$ cat config.mk
export PLATFORM = sky130hd
export DESIGN_NAME = dlv4_sync
export DESIGN_NICKNAME = d
export VERILOG_FILES = /design/src/rtl/dlv4_pkg.sv /design/src/rtl/dlv4_slice_dly.sv /design/src/rtl/dlv4_sync.sv
export SDC_FILE = /design/constraint.sdc
export NUM_CORES = 1
export LEC_CHECK = 0
export ABC_AREA = 0
export BUFFER_PORTS_ARGS = -buffer_cell sky130_fd_sc_hd__buf_4
export CAP_MARGIN = 10
export CORE_UTILIZATION = 25
export CTS_BUF_LIST = sky130_fd_sc_hd__clkbuf_2
export DETAILED_ROUTE_END_ITERATION = 8
export PLACE_DENSITY = 0.48
export SLEW_MARGIN = 10
export SYNTH_ARGS = -nofsm -noshare
export SYNTH_HDL_FRONTEND = slang
export SYNTH_SLANG_ARGS = --single-unit
$ cat constraint.sdc
create_clock -name clk -period 1.29 [get_ports clk]
set_clock_uncertainty 0.05 [all_clocks]
set_input_delay 0.258 -clock clk [delete_from_list [all_inputs] [get_ports clk]]
set_output_delay 0.258 -clock clk [all_outputs]
set_load 0.005 [all_outputs]
$ cat src/rtl/dlv4_pkg.sv
// Shared constants and types for the 4-way diagonal interleave link
// (common to the dlv4 receiver and the ilv4 transmitter).
package dlv4_pkg;

  localparam int NUM_LANES = 4;
  localparam int PCNT_W    = 2;

  typedef logic [PCNT_W-1:0] pcnt_t;

  // Number of valid words that must be absorbed before the lines are full.
  localparam pcnt_t PCNT_FULL = pcnt_t'(NUM_LANES - 1);

  function automatic pcnt_t pcnt_sat_inc(input pcnt_t p);
    return (p == PCNT_FULL) ? p : p + pcnt_t'(1);
  endfunction

endpackage

$ cat src/rtl/dlv4_slice_dly.sv
// One lane of the de-interleaver: a Q-bit shift delay of DEPTH valid words,
// advancing only when en_i is high. DEPTH=0 is a plain wire.
module dlv4_slice_dly
  import dlv4_pkg::*;
#(
  parameter int Q     = 4,
  parameter int DEPTH = 0
) (
  input  logic         clk_i,
  input  logic         srst_i,
  input  logic         en_i,
  input  logic [Q-1:0] din_i,
  output logic [Q-1:0] dout_o
);

  if (DEPTH == 0) begin : g_pass
    logic unused_ok;
    assign unused_ok = ^{clk_i, srst_i, en_i};
    assign dout_o    = din_i;
  end else begin : g_shift
    logic [Q-1:0] sr_q [DEPTH];
    logic [Q-1:0] sr_d [DEPTH];

    always_comb begin
      sr_d = sr_q;
      if (en_i) begin
        sr_d[0] = din_i;
        for (int i = 1; i < DEPTH; i++) begin
          sr_d[i] = sr_q[i-1];
        end
      end
    end

    always_ff @(posedge clk_i) begin
      if (srst_i) begin
        sr_q <= '{default: '0};
      end else begin
        sr_q <= sr_d;
      end
    end

    assign dout_o = sr_q[DEPTH-1];
  end

endmodule

$ cat src/rtl/dlv4_sync.sv
// 4-way diagonal de-interleaver: lane k of the line word is delayed by
// (3-k) valid words so every output word is re-aligned from one source word.
module dlv4_sync
  import dlv4_pkg::*;
#(
  parameter int WIDTH = 16
) (
  input  logic             clk,
  input  logic             srst,
  input  logic             flush,
  input  logic             din_valid,
  input  logic [WIDTH-1:0] din,
  output logic [WIDTH-1:0] dout,
  output logic             dout_valid,
  output logic             primed
);

  localparam int Q = WIDTH / NUM_LANES;

  // Handshake: there is no backpressure. din is consumed on every edge that
  // samples din_valid=1; dout is meaningful only in cycles where
  // dout_valid=1 and otherwise holds its last delivered word.

  logic [WIDTH-1:0] aligned;
  pcnt_t            pcnt_q, pcnt_d;
  logic [WIDTH-1:0] dout_q, dout_d;
  logic             dout_valid_q, dout_valid_d;

  for (genvar k = 0; k < NUM_LANES; k++) begin : g_lane
    dlv4_slice_dly #(
      .Q     (Q),
      .DEPTH (NUM_LANES - 1 - k)
    ) u_dly (
      .clk_i  (clk),
      .srst_i (srst),
      .en_i   (din_valid),
      .din_i  (din[k*Q +: Q]),
      .dout_o (aligned[k*Q +: Q])
    );
  end

  // A word arriving with flush still enters the lines and counts as the
  // first word of the new priming run.
  always_comb begin
    pcnt_d       = pcnt_q;
    dout_d       = dout_q;
    dout_valid_d = 1'b0;
    if (flush) begin
      pcnt_d = din_valid ? pcnt_t'(1) : pcnt_t'(0);
    end else if (din_valid) begin
      if (pcnt_q == PCNT_FULL) begin
        dout_d       = aligned;
        dout_valid_d = 1'b1;
      end
      pcnt_d = pcnt_sat_inc(pcnt_q);
    end
  end

  always_ff @(posedge clk) begin
    if (srst) begin
      pcnt_q       <= '0;
      dout_q       <= '0;
      dout_valid_q <= 1'b0;
    end else begin
      pcnt_q       <= pcnt_d;
      dout_q       <= dout_d;
      dout_valid_q <= dout_valid_d;
    end
  end

  assign dout       = dout_q;
  assign dout_valid = dout_valid_q;
  assign primed     = (pcnt_q == PCNT_FULL);

endmodule

=== Yosys cells after proc, flatten, opt, wreduce, memory -nomap -nowiden ===
Index checks and enable logic that the tools add are counted.

* Flip-flop bits (word level): 43
* Input port bits: 20
* Logic and storage cells: 23

* Add/sub/neg operators: 1
* Equality and inequality tests: 2
* Multiplexer cells: 5
* Bitwise gates (word level): 2
* Reductions and logical operators: 4

{| class="wikitable"
|+ Operators with widths
! operator !! count
|-
| two-way mux 2 bit || 3
|-
| AND reduction 3 bit || 1
|-
| OR reduction 3 bit || 1
|-
| adder 2 x 1 -> 2 bit, second input constant || 1
|-
| equality test 2 bit, second input constant || 1
|-
| two-way mux 1 bit || 2
|-
| inequality test 2 bit, second input constant || 1
|-
| NOT 1 bit || 2
|-
| AND reduction 2 bit || 1
|-
| nonzero test 2 bit || 1
|}

=== Depth between registers and ports, before layout ===
* Depth after elaboration: 4
* Mapped depth: 6
* Gate-level depth less buffers: 4

=== By module ===
Synthesis repeated with hierarchy kept, for this count alone.

* Cells, all modules: 174
* Area total of the unflattened synthesis: 1695.4 um^2

{| class="wikitable"
|+ Modules (own cells, without submodules)
! module !! times used !! cells an instance !! area each (um^2)
|-
| dlv4_sync || 1 || 85 || 759.5
|-
| dlv4_slice_dly at g_lane[0].u_dly || 1 || 42 || 450.4
|-
| dlv4_slice_dly at g_lane[1].u_dly || 1 || 30 || 315.3
|-
| dlv4_slice_dly at g_lane[2].u_dly || 1 || 13 || 140.1
|-
| dlv4_slice_dly at g_lane[3].u_dly || 1 || 4 || 30.0
|}

=== Worst setup path after synthesis ===
No wires, ideal clock.

* Path kind: reg2reg
* Start point: reg pcnt_q[0]
* End point: reg dout_q[0], in the netlist dout[0]
* Arrival time: 1.099 ns
* Required time: 1.105 ns
* Setup slack: 0.006 ns
* Stages on the path, launching flop included: 7
* Cells stage by stage: dfxtp_1 > ha_1 > and3b_1 > buf_6 > buf_12 > nand2_1 > a21oi_2

* Longest elaborated chain between the ends: 2

{| class="wikitable"
|+ RTL lines
! what !! line !! RTL
|-
| start: declaration || dlv4_sync.sv:25 || <nowiki>pcnt_t pcnt_q, pcnt_d;</nowiki>
|-
| start signal: assignment || dlv4_sync.sv:65 || <nowiki>pcnt_q <= pcnt_d;</nowiki>
|-
| equality test 2 bit || -- ||
|-
| named net primed || dlv4_sync.sv:15 || <nowiki>output logic primed</nowiki>
|-
| AND reduction 3 bit (no source line) || -- ||
|-
| end signal: assignment || dlv4_sync.sv:66 || <nowiki>dout_q <= dout_d;</nowiki>
|-
| end: declaration || dlv4_sync.sv:26 || <nowiki>logic [WIDTH-1:0] dout_q, dout_d;</nowiki>
|}

The timed path passes the listed nets, and every way through them passes these cells.
A chain may end at the register's enable or synchronous reset.

=== Worst setup path after layout ===
* Start point: reg pcnt_q[1]
* End point: reg dout_q[11], in the netlist dout[11]

* Longest elaborated chain between the ends: 2

{| class="wikitable"
|+ RTL lines
! what !! line !! RTL
|-
| equality test 2 bit || dlv4_sync.sv:51 || <nowiki>if (pcnt_q == PCNT_FULL) begin</nowiki>
|-
| AND reduction 3 bit (no source line) || -- ||
|}

Every way passes these cells.

==> flow_summary.ini <==
[clock_tree]
cts_tree = built
path_clk_slew_ns = 0.23
cts_sinks = 43
cts_inserted_buffers = 5
cts_root_buffer = clkbuf_2
htreeDepth = 2
insertion_delay_ns = 0.40
clock_path_buffers = 2

[timing]
rsz0062_at_grt = yes
clock.fmax_ghz = 0.7495
report.final.slew_viol_count = 0
max_slew.worst_pin.slew_ns = 0.2446
period_minus_slack_ns = 1.334
fin_hold_ws_ns = 0.04407
setup_violations = 17
fin_setup_tns_ns = -0.3165
hold_viol = 0
final.setup.worst_slack_ns = -0.04419
fin_crit_sh = 1.034
slew_headroom = 0.8370

[global_routing]
grt_pass1_vias = 1169
grt_max_degree = 32
track_usage = 0.1088
overflow = 0
antenna_found_initial = 0
grt_pass1_wl_mm = 5.464

[setup_path]
crit_slowest_cell = dfxtp_2
cpPeakStageDelay_ns = 0.40
crit_path_start_kind = flop
path_buf_inv = 2
r2r_end = dout[11]
critical_path_peak_fanout = 8
rr_startpoint = pcnt_q[1]
crit_type = flop to flop
cp-startpoint = pcnt_q[1]
cp.arrival_ns = 1.64
r2r_cells = 6
cp.depth = 6
critPathTopFamily = flip-flops
r2r_setup_slack_ns = -0.04
worstPathCellList = ha_4 -> buf_4 -> and3b_2 -> clkbuf_16 -> nand2_1 -> a21oi_1
endpoint = dout[11]
cp_data_required_time_ns = 1.60
cp-end-kind = flop

[floorplanning]
ioPinCount = 38
dieArea_sq_mm = 0.006823
core_sq_mm = 0.006314
initial_utilization = 0.2572
num_rows = 29
die_w_microns = 82.60
die_y_microns = 82.60

[logic_synthesis]
syn_nets = 184
yosysSeqAreaShare = 0.5300
syn_area_sq_mm = 0.001624
yosys_warnings = 0
synth_cell_types = 21
syn_inst = 163
syn_avg_cell_area_sq_um = 9.964
synth_seq_cells = 43

[finish]
postLayoutCoreUtil = 0.3724
layout_commonest_cell = nand2_1
layout_common_cells = nand2_1 (29), dfxtp_1 (27), nor2_1 (26)
drive_gt1_frac = 0.3982
area_delta_synth_final_pct = 44.76
final_net_count = 241
diodes = 0

[place]
dp_hpwl_mm = 2.085
portBuffers = 37
place.gp.congestion = 0.6171

[routing]
ant_nets = 0
vias_per_cell = 4.201
wire_per_inst_microns = 11.47
drt_pass1_iterations = 3
vias = 1252
dr.first_iter.drc_count = 27
drt_wl_total_mm = 3.418
drc = 0

[min_path]
hp-class = input port to flop
min_from = din[8]

[power]
power.density_mw_per_mm2 = 1022
p_total_uw = 2403
p_leak_uw = 0.0009772
irDropWorstVdd_v = 0.0006040

[status]
violations = negative setup slack
status = finished with violations

[run]
cap_violations = 0
[cell type report]
cell class	instances	area, sq um
Clock buffer	5	25.02
Clock inverter	3	46.29
Fill cell	689	3963
Multi-Input combinational cell	109	690.7
Sequential cell	43	880.8
Tap cell	77	96.34
Timing Repair Buffer	61	611.8
[kinds of logic after synthesis]
logic type | count (synthesis) | synth area share
simple gates | 64 | 0.1687
flops | 43 | 0.5300
mux | 25 | 0.1541
compound gates | 19 | 0.08166
buf+inv | 11 | 0.05778
fa+ha+maj | 1 | 0.007703
[Yosys cell counts, drive strengths merged]
library cell	number	area share
a21oi	17	0.075
and2	1	0.0046
and2b	1	0.0054
and3b	1	0.0054
buf	7	0.048
clkbuf	4	0.010
dfxtp	43	0.53
ha	1	0.0077
mux2i	25	0.15
nand2	32	0.079
nand3b	1	0.0069
nor2	26	0.060
nor3	1	0.0031
nor3b	1	0.0046
o21ai	2	0.0062
[metal layers]
| metal | up-vias | global-route usage | part of all wire |
|---|---|---|---|
| li1 | 648 | - | - |
| met1 | 573 | 0.1293 | 0.46 |
| met2 | 27 | 0.1802 | 0.48 |
| met3 | 4 | 0.04066 | 0.054 |
| met4 | 0 | 0.03621 | 0.0067 |
| met5 | - | 0 | 0 |
[flip-flops by register name (all words and copies together), names as in the netlist]
name / flops
dout_valid: 1
g_lane.u_dly.g_shift.sr_q: 12
pcnt_q: 2
g_lane.u_dly.dout_o: 12
dout: 16
[stage by stage]
step / std cells / instance area, sq um / setup WS, ns
6_report: 298 / 2351 / -0.04419
5_1_grt: 298 / 2351 / -0.1165
4_1_cts: 296 / 2240 / -0.08319
3_5_place_dp: 270 / 1972 / 0.006745
3_3_place_gp: 270 / 1972 / 0.03605
2_1_floorplan: 163 / 1624 / 0.005977
[worst reg2reg max path, cell delays in order (launching register included)]
cell	delay, ns
dfxtp_2	0.40
ha_4	0.14
buf_4	0.12
and3b_2	0.26
clkbuf_16	0.18
nand2_1	0.05
a21oi_1	0.11
[repair_timing]
item / in CTS / in global routing
hold buffers: 16 / 1
gates cloned: 0 / 1
pin swaps: 1 / 1
endpoints found under the setup margin: 7 / 33
buffers inserted: 2 / 0
gates resized for setup: 7 / 30
endpoints found under the hold margin: 17 / 2
[how the worst min path moves through the flow]
stage	end	slack, ns	cells past startpoint
4_1_cts	dout[13]	0.004	2
3_3_place_gp	dout[10]	0.39	2
5_1_grt	g_lane[2].u_dly.dout_o[0]	0.03	3
6_report	g_lane[2].u_dly.dout_o[0]	0.04	3
3_5_place_dp	dout[10]	0.40	2
2_1_floorplan	dout_valid	0.28	1
[power by group]
part           total (uW)  internal (uW)  switching, uW
Sequential           1390           1370           19.9
Combinational         221            132           88.8
Clock                 794            334            461
Total                2400           1830            569
(Power assumes the default switching activity.)
